--- src/rtl/mod_segment_scheduler_if.sv ---
// mod_segment_scheduler_if: configuration shadow registers in, BRAM read position and status out.
interface mod_segment_scheduler_if #(
    parameter int CYCLE_W = 16,
    parameter int DIV_W   = 32,
    parameter int REP_W   = 32
);
    logic               update;
    logic               tick;
    logic               req_segment;
    logic [CYCLE_W-1:0] cycle_0;
    logic [CYCLE_W-1:0] cycle_1;
    logic [DIV_W-1:0]   freq_div_0;
    logic [DIV_W-1:0]   freq_div_1;
    logic [REP_W-1:0]   rep_0;
    logic [REP_W-1:0]   rep_1;
    logic               segment;
    logic [CYCLE_W-1:0] idx;
    logic               idx_step;
    logic               stopped;
    logic               swap_pending;
    modport master (
        output update, tick, req_segment, cycle_0, cycle_1, freq_div_0, freq_div_1, rep_0, rep_1,
        input  segment, idx, idx_step, stopped, swap_pending
    );
    modport slave (
        input  update, tick, req_segment, cycle_0, cycle_1, freq_div_0, freq_div_1, rep_0, rep_1,
        output segment, idx, idx_step, stopped, swap_pending
    );
endinterface

--- src/rtl/mod_segment_scheduler.sv ---
// mod_segment_scheduler: steps the modulation sample index through two segments with
// per-segment divider, loop count, deferred segment swap and stop-after-N-repeats.
module mod_segment_scheduler #(
    parameter int CYCLE_W = 16,
    parameter int DIV_W   = 32,
    parameter int REP_W   = 32
) (
    input logic clk,
    input logic rst,
    mod_segment_scheduler_if.slave bus
);
    typedef enum logic [1:0] {RUN, WAIT_WRAP, STOP} state_t;
    state_t state, n_state;
    logic seg, n_seg, pend, n_pend, step, n_step;
    logic [CYCLE_W-1:0] idx, n_idx;
    logic [DIV_W-1:0] div_cnt, n_div, div_sel, dlim;
    logic [REP_W-1:0] loop_cnt, n_loop;
    logic [1:0][CYCLE_W-1:0] cyc;
    logic [1:0][DIV_W-1:0] fdiv;
    logic [1:0][REP_W-1:0] rep;
    logic count_en, term, wrap, do_swap;
    // While stopped the only thing left to time is a pending swap, so use the target's divider
    assign div_sel  = (state == STOP) ? fdiv[~seg] : fdiv[seg];
    assign dlim     = (div_sel == '0) ? '0 : div_sel - DIV_W'(1);
    assign count_en = (state != STOP) || pend;
    assign term     = bus.tick && count_en && (div_cnt >= dlim);
    assign wrap     = idx >= cyc[seg];
    assign do_swap  = term && pend && ((state == STOP) || (state == RUN && &rep[~seg]) ||
                      (state == WAIT_WRAP && wrap));
    always_comb begin
        n_state = (state == RUN && pend && !(&rep[~seg])) ? WAIT_WRAP : state;
        n_seg   = seg;
        n_idx   = idx;
        n_loop  = loop_cnt;
        n_pend  = pend;
        n_step  = 1'b0;
        n_div   = (bus.tick && count_en) ? (term ? '0 : div_cnt + DIV_W'(1)) : div_cnt;
        if (do_swap) begin
            n_seg   = ~seg;
            n_idx   = '0;
            n_div   = '0;
            n_loop  = '0;
            n_pend  = 1'b0;
            n_state = RUN;
            n_step  = 1'b1;
        end else if (term && state != STOP) begin
            if (!wrap) begin
                n_idx  = idx + CYCLE_W'(1);
                n_step = 1'b1;
            end else if (!(&rep[seg]) && loop_cnt == rep[seg]) begin
                n_state = STOP;
            end else begin
                n_idx  = '0;
                n_loop = loop_cnt + REP_W'(1);
                n_step = 1'b1;
            end
        end
        // Re-requesting the active segment restarts it and cancels any pending swap
        if (bus.update) begin
            if (bus.req_segment == n_seg) begin
                n_pend  = 1'b0;
                n_state = RUN;
                n_idx   = '0;
                n_div   = '0;
                n_loop  = '0;
                n_step  = 1'b1;
            end else begin
                n_pend = 1'b1;
            end
        end
    end
    always_ff @(posedge clk or posedge rst) begin
        if (rst) begin
            state    <= RUN;
            seg      <= 1'b0;
            idx      <= '0;
            div_cnt  <= '0;
            loop_cnt <= '0;
            pend     <= 1'b0;
            step     <= 1'b0;
            cyc      <= '0;
            fdiv     <= '0;
            rep      <= '0;
        end else begin
            state    <= n_state;
            seg      <= n_seg;
            idx      <= n_idx;
            div_cnt  <= n_div;
            loop_cnt <= n_loop;
            pend     <= n_pend;
            step     <= n_step;
            if (bus.update) begin
                cyc  <= {bus.cycle_1, bus.cycle_0};
                fdiv <= {bus.freq_div_1, bus.freq_div_0};
                rep  <= {bus.rep_1, bus.rep_0};
            end
        end
    end
    assign bus.segment      = seg;
    assign bus.idx          = idx;
    assign bus.idx_step     = step;
    assign bus.stopped      = state == STOP;
    assign bus.swap_pending = pend;
endmodule

--- src/flat_wrapper.sv ---
// flat-port wrapper written by rule: the top's interface ports become plain ports
module mod_segment_scheduler_flat 
#(
    parameter int CYCLE_W = 16,
    parameter int DIV_W   = 32,
    parameter int REP_W   = 32
)
  (clk, rst, bus_update, bus_tick, bus_req_segment, bus_cycle_0, bus_cycle_1, bus_freq_div_0, bus_freq_div_1, bus_rep_0, bus_rep_1, bus_segment, bus_idx, bus_idx_step, bus_stopped, bus_swap_pending);
  mod_segment_scheduler_if #(.CYCLE_W(CYCLE_W), .DIV_W(DIV_W), .REP_W(REP_W)) bus_i ();
  input logic clk;
  input logic rst;
  input wire logic [$bits(bus_i.update)-1:0] bus_update;
  input wire logic [$bits(bus_i.tick)-1:0] bus_tick;
  input wire logic [$bits(bus_i.req_segment)-1:0] bus_req_segment;
  input wire logic [$bits(bus_i.cycle_0)-1:0] bus_cycle_0;
  input wire logic [$bits(bus_i.cycle_1)-1:0] bus_cycle_1;
  input wire logic [$bits(bus_i.freq_div_0)-1:0] bus_freq_div_0;
  input wire logic [$bits(bus_i.freq_div_1)-1:0] bus_freq_div_1;
  input wire logic [$bits(bus_i.rep_0)-1:0] bus_rep_0;
  input wire logic [$bits(bus_i.rep_1)-1:0] bus_rep_1;
  output wire logic [$bits(bus_i.segment)-1:0] bus_segment;
  output wire logic [$bits(bus_i.idx)-1:0] bus_idx;
  output wire logic [$bits(bus_i.idx_step)-1:0] bus_idx_step;
  output wire logic [$bits(bus_i.stopped)-1:0] bus_stopped;
  output wire logic [$bits(bus_i.swap_pending)-1:0] bus_swap_pending;
  assign bus_i.update = bus_update;
  assign bus_i.tick = bus_tick;
  assign bus_i.req_segment = bus_req_segment;
  assign bus_i.cycle_0 = bus_cycle_0;
  assign bus_i.cycle_1 = bus_cycle_1;
  assign bus_i.freq_div_0 = bus_freq_div_0;
  assign bus_i.freq_div_1 = bus_freq_div_1;
  assign bus_i.rep_0 = bus_rep_0;
  assign bus_i.rep_1 = bus_rep_1;
  assign bus_segment = bus_i.segment;
  assign bus_idx = bus_i.idx;
  assign bus_idx_step = bus_i.idx_step;
  assign bus_stopped = bus_i.stopped;
  assign bus_swap_pending = bus_i.swap_pending;
  mod_segment_scheduler #(.CYCLE_W(CYCLE_W), .DIV_W(DIV_W), .REP_W(REP_W)) u_core (.clk(clk), .rst(rst), .bus(bus_i));
endmodule
--- config.mk ---
export PLATFORM = sky130hd
export DESIGN_NAME = mod_segment_scheduler_flat
export DESIGN_NICKNAME = d
export VERILOG_FILES = /design/src/rtl/mod_segment_scheduler_if.sv /design/src/rtl/mod_segment_scheduler.sv /design/src/flat_wrapper.sv
export SDC_FILE = /design/constraint.sdc
export NUM_CORES = 1
export LEC_CHECK = 0
export CORE_MARGIN = 3
export CORE_UTILIZATION = 35
export CTS_CLUSTER_SIZE = 20
export DETAILED_ROUTE_END_ITERATION = 10
export GPL_ROUTABILITY_DRIVEN = 0
export GPL_TIMING_DRIVEN = 0
export MAX_ROUTING_LAYER = met4
export PLACE_DENSITY = 0.63
export SKIP_CTS_REPAIR_TIMING = 1
export SLEW_MARGIN = 20
export SYNTH_ARGS = -nofsm -noshare
export SYNTH_HDL_FRONTEND = slang
export SYNTH_SLANG_ARGS = --single-unit
--- constraint.sdc ---
create_clock -name clk -period 11.35 [get_ports clk]
set_input_delay 2.27 -clock clk [delete_from_list [all_inputs] [get_ports clk]]
set_output_delay 2.27 -clock clk [all_outputs]
set_load 0.02 [all_outputs]
==> results summary <==
The die height is 204.9 um. The signal on the critical path passes through buf_2, xnor2_2, buf_2, buf_1, buf_2, buf_2, mux2i_1, ha_1, nand3_1, or4_1, nand3_1, o211ai_1, ha_1, nand4_1, nor4_1, a221oi_1, o21ai_0, o211ai_4, nor4_2, buf_2, a211oi_1, a31o_2. The routed via count divided by cell count came out at 5.247. The final critical-path share of the clock period came out at 67.78%. Summed over all nets, the switching power comes to 573.9 uW. CTS built an H-tree with a depth of 1.

The cell type group with the largest total delay on the critical path is buffers and inverters. During placement, the flow inserted port buffers numbering 184. The number of cell rows came out at 72.

In this run the worst path has a maximum fanout of 10. The share of synthesized registers carrying an async set or reset came out at 100.0%. The portion of total power attributed to sequential cells is 43.2%. The flow ran to the end, and the final reports show no timing, DRC or antenna violations.

The post-placement cell count came out at 1992. The most frequent cell on the critical path is sky130_fd_sc_hd__buf_2. The number of nets with antenna violations after routing came out at 0. The adder-cell share of the synthesized area is 4.789%. The number of flops mapped to enable cells by yosys is 0. The transition time at the pin with the least slew margin came out at 1.136 ns. The clock skew after layout is 0.02174 ns. The final critical-path required period is 7.694 ns. After synthesis, the netlist uses 68 different library cells. The switching fraction of total power is 25.05%. The headroom to the max-slew limit came out at 23.43%.

The final routed wirelength across all metal layers came out at 39230 um. The combined global-route utilization of all metal layers is 19.04%. The largest net degree at the start of global routing is 90. The maximum buffer depth of the clock tree is 3.

The number of antenna violations at the first check in global routing came out at 3. The endpoint kind of the worst setup timing path is a register. The number of global-route vias before repair came to 11260.

Among all flip-flop cells after synthesis, the most frequent one is sky130_fd_sc_hd__dfrtp_1. IR analysis of the VDD net gives a maximum drop of 101.9 uV. The share of cell area taken by muxes after synthesis came out at 19.53%. The cell internal power dissipation is 1.717 mW. The sequential element share of the synthesized area came out at 44.28%. The core box area came out at 0.03883 mm^2. The worst setup path is of the reg -> reg kind. Per report_power, the combinational group accounts for 12.5% of the total. The max-slew violation count is 0. The proportion of power drawn by the clock network is 44.3%. Static timing analysis puts the maximum clock frequency at 130.0 MHz.

Global routing finished with a remaining overflow of 0. The initial core utilization came out at 35.66%. Relative to the synthesized area, the layout overhead comes to 26.11%. The slowest stage of the critical path is the sky130_fd_sc_hd__buf_1 cell. The global-route wire length before repair came out at 61820 um. The total nets after synthesis came out at 1506. The number of buffers added by the clock tree synthesis step is 29.

In this run, synthesis produced a sequential element count of 245. The detailed router finished its first iteration with 685 violations. The number of clock sinks seen by CTS is 245.

STA puts the critical path data required time at 11.81 ns. Setup repair after global routing left no endpoint under its margin. TritonCTS built the clock tree. The area of the die is 0.04198 mm^2.

The share of the core filled with cells is 44.97%. The biggest cell delay along the critical path came out at 0.51 ns. The per-cell routed wire length is 19.15 um.

The final total negative setup slack came out at 0 ns. The max capacitance violation total is 0. The share of layout cells above drive strength 1 came out at 16.56%. The buffer and inverter count on the worst path is 6. The synthesized area is 0.01385 mm^2.

The post-synthesis simple-gate area fraction is 15.94%. The worst hold path belongs to the class reg -> reg. The final number of setup-violating endpoints came out at 0. The leakage dissipation came out at 7.014 nW. The placed wire-length estimate came out at 29620 um. The final routed DRC violation total came out at 0. The finished layout holds 2049 standard cells, fillers aside. The clock network latency to the later pin of the worst-skew pair came out at 0.57 ns. The worst setup path is launched from a register.

Detailed routing inserted a total of 10750 vias. The number of warnings issued by yosys came out at 0. The register clock-pin slew on the reported worst setup and hold paths is 0.06 ns. The count of endpoints failing hold in the final timing report came out at 0. After synthesis, the largest family of logic cells by area is multiplexers.

The total power after layout is 2.291 mW. The width of the die came out at 204.9 um. The number of I/O pins came out at 185. The per-instance average area after synthesis is 10.75 um^2.

The gate count after technology mapping is 1288. The number of nets in the layout came out at 1723. The number of detailed-route iterations in the first pass is 5. The fraction of the mapped netlist area in compound gates is 6.244%. The total power divided by cell area came out at 131.2 mW/mm^2. The post-synthesis share of cell area spent on xor and xnor gates is 6.687%. The arrival time of data at the critical path endpoint is 8.16 ns. The clock root buffer master is sky130_fd_sc_hd__clkbuf_16.
[layout make-up]
type / count / area [um^2]
clock inverter: 16 / 235.2
timing repair buffer: 186 / 1897
buffer: 54 / 249.0
tap: 518 / 648.1
inverter: 27 / 108.9
clock buffer: 38 / 819.5
antenna: 3 / 7.507
sequential: 245 / 6131
multi-input combinational: 962 / 7365
fill: 3663 / 21370
[cell usage after synthesis, drive strengths merged (3+ instances only)]
cell type	number	area share, %
dfrtp	245	44
mux2	161	13
nand2	111	3.0
mux2i	89	6.4
nor2	83	2.3
xnor2	69	4.4
ha	53	4.8
nand4	45	2.1
nand3	39	1.4
nor3	39	1.5
a21oi	36	1.3
xor2	35	2.3
clkbuf	31	0.84
nor4	28	1.3
inv	27	0.73
o21ai	24	0.87
buf	23	0.96
nand2b	16	0.72
or3	15	0.71
and3	13	0.59
or4	12	0.68
and2	9	0.41
and4	9	0.57
o211ai	8	0.53
a211o	6	0.38
a21o	6	0.33
nor3b	6	0.33
o31ai	6	0.33
o21a	5	0.27
a211oi	4	0.29
a2111oi	3	0.19
a31oi	3	0.24
a41o	3	0.22
o211a	3	0.22
o21bai	3	0.16
[logic make-up (layout without fill, tap and decap cells)]
family	count (synthesis)	in the layout
AO/OA/AOI/OAI	124	124
XOR/XNOR	104	104
adder cells (fa/ha/maj)	53	53
buffers and inverters	81	321
flip-flops	245	245
multiplexers	250	250
other	0	3
AND/OR/NAND/NOR	431	431
[power by group through the flow]
stage / Combinational, mW / Clock (mW) / Sequential [mW]
2_1_floorplan: 0.175 / 0 / 0.985
3_3_place_gp: 0.279 / 0 / 1.00
3_5_place_dp: 0.288 / 0 / 1.00
4_1_cts: 0.289 / 1.04 / 0.990
5_1_grt: 0.316 / 1.08 / 0.998
6_report: 0.285 / 1.02 / 0.990
[layer usage]
| layer | vias up | global-route usage (%) | part of all wire, % |
|---|---|---|---|
| met5 | - | - | 0 |
| met4 | 0 | 4.247 | 2.2 |
| met3 | 51 | 3.130 | 6.1 |
| li1 | 5103 | - | - |
| met1 | 5324 | 24.95 | 43 |
| met2 | 273 | 31.21 | 48 |
[state kept, by name, indices dropped and copies added, names as in the netlist]
| name | cells |
|---|---|
| u_core.bus.idx_step | 1 |
| u_core.fdiv | 64 |
| u_core.rep | 64 |
| u_core.loop_cnt | 32 |
| u_core.cyc | 32 |
| u_core.state | 2 |
| u_core.bus.swap_pending | 1 |
| u_core.div_cnt | 32 |
| u_core.bus.segment | 1 |
| u_core.bus.idx | 16 |
[worst register-to-register path: cells and delay by family (launching register included)]
kind,cells,cell delay [ns]
AO/OA/AOI/OAI,6,1.37
XOR/XNOR,1,0.46
adder cells (fa/ha/maj),2,0.70
buffers and inverters,6,2.32
flip-flops,1,0.44
multiplexers,1,0.35
AND/OR/NAND/NOR,6,1.92
[cell usage in the layout, fill, tap and decap left out, types with 27 or more instances in the layout]
cell                              netlist  routed
sky130_fd_sc_hd__clkdlybuf4s50_1        0     184
sky130_fd_sc_hd__mux2i_1               89      89
sky130_fd_sc_hd__clkbuf_16              0      29
sky130_fd_sc_hd__a21oi_1               35      35
sky130_fd_sc_hd__mux2_2               161     161
sky130_fd_sc_hd__dfrtp_1              245     245
sky130_fd_sc_hd__nand4_1               44      44
sky130_fd_sc_hd__nor4_1                27      27
sky130_fd_sc_hd__nor2_1                83      83
sky130_fd_sc_hd__clkbuf_1              31      34
sky130_fd_sc_hd__xor2_1                34      34
sky130_fd_sc_hd__nand2_1              110     110
sky130_fd_sc_hd__ha_1                  53      53
sky130_fd_sc_hd__nand3_1               39      39
sky130_fd_sc_hd__nor3_1                37      37
sky130_fd_sc_hd__xnor2_1               68      68
[worst paths after layout]
kind / startpoint / slack [ns] / depth (start not counted) / end
setup / recovery: u_core.bus.segment$_DFF_PP0_ / 3.66 / 22 / u_core.loop_cnt[11]$_DFF_PP0_
hold / removal: u_core.cyc[14]$_DFFE_PP0P_ / 0.50 / 1 / u_core.cyc[14]$_DFFE_PP0P_
setup reg to reg: u_core.bus.segment$_DFF_PP0_ / 3.66 / 22 / u_core.loop_cnt[11]$_DFF_PP0_
hold reg to reg: u_core.cyc[14]$_DFFE_PP0P_ / 0.50 / 1 / u_core.cyc[14]$_DFFE_PP0P_
max in group asynchronous: rst / 8.34 / 3 / u_core.cyc[8]$_DFFE_PP0P_
min in group asynchronous: rst / 2.17 / 2 / u_core.rep[10]$_DFFE_PP0P_
[metrics by stage]
stage	setup slack (ns)	instance area (um^2)	hold WS, ns
after global routing	3.210	17460	0.5179
after CTS	3.760	17450	0.5075
after floorplan	2.350	13850	0.4750
final	3.656	17460	0.5026
after global placement	-0.9581	16340	0.4865
after detailed placement	3.824	16400	0.4942
Note: power is estimated with default switching activity, not from simulation.
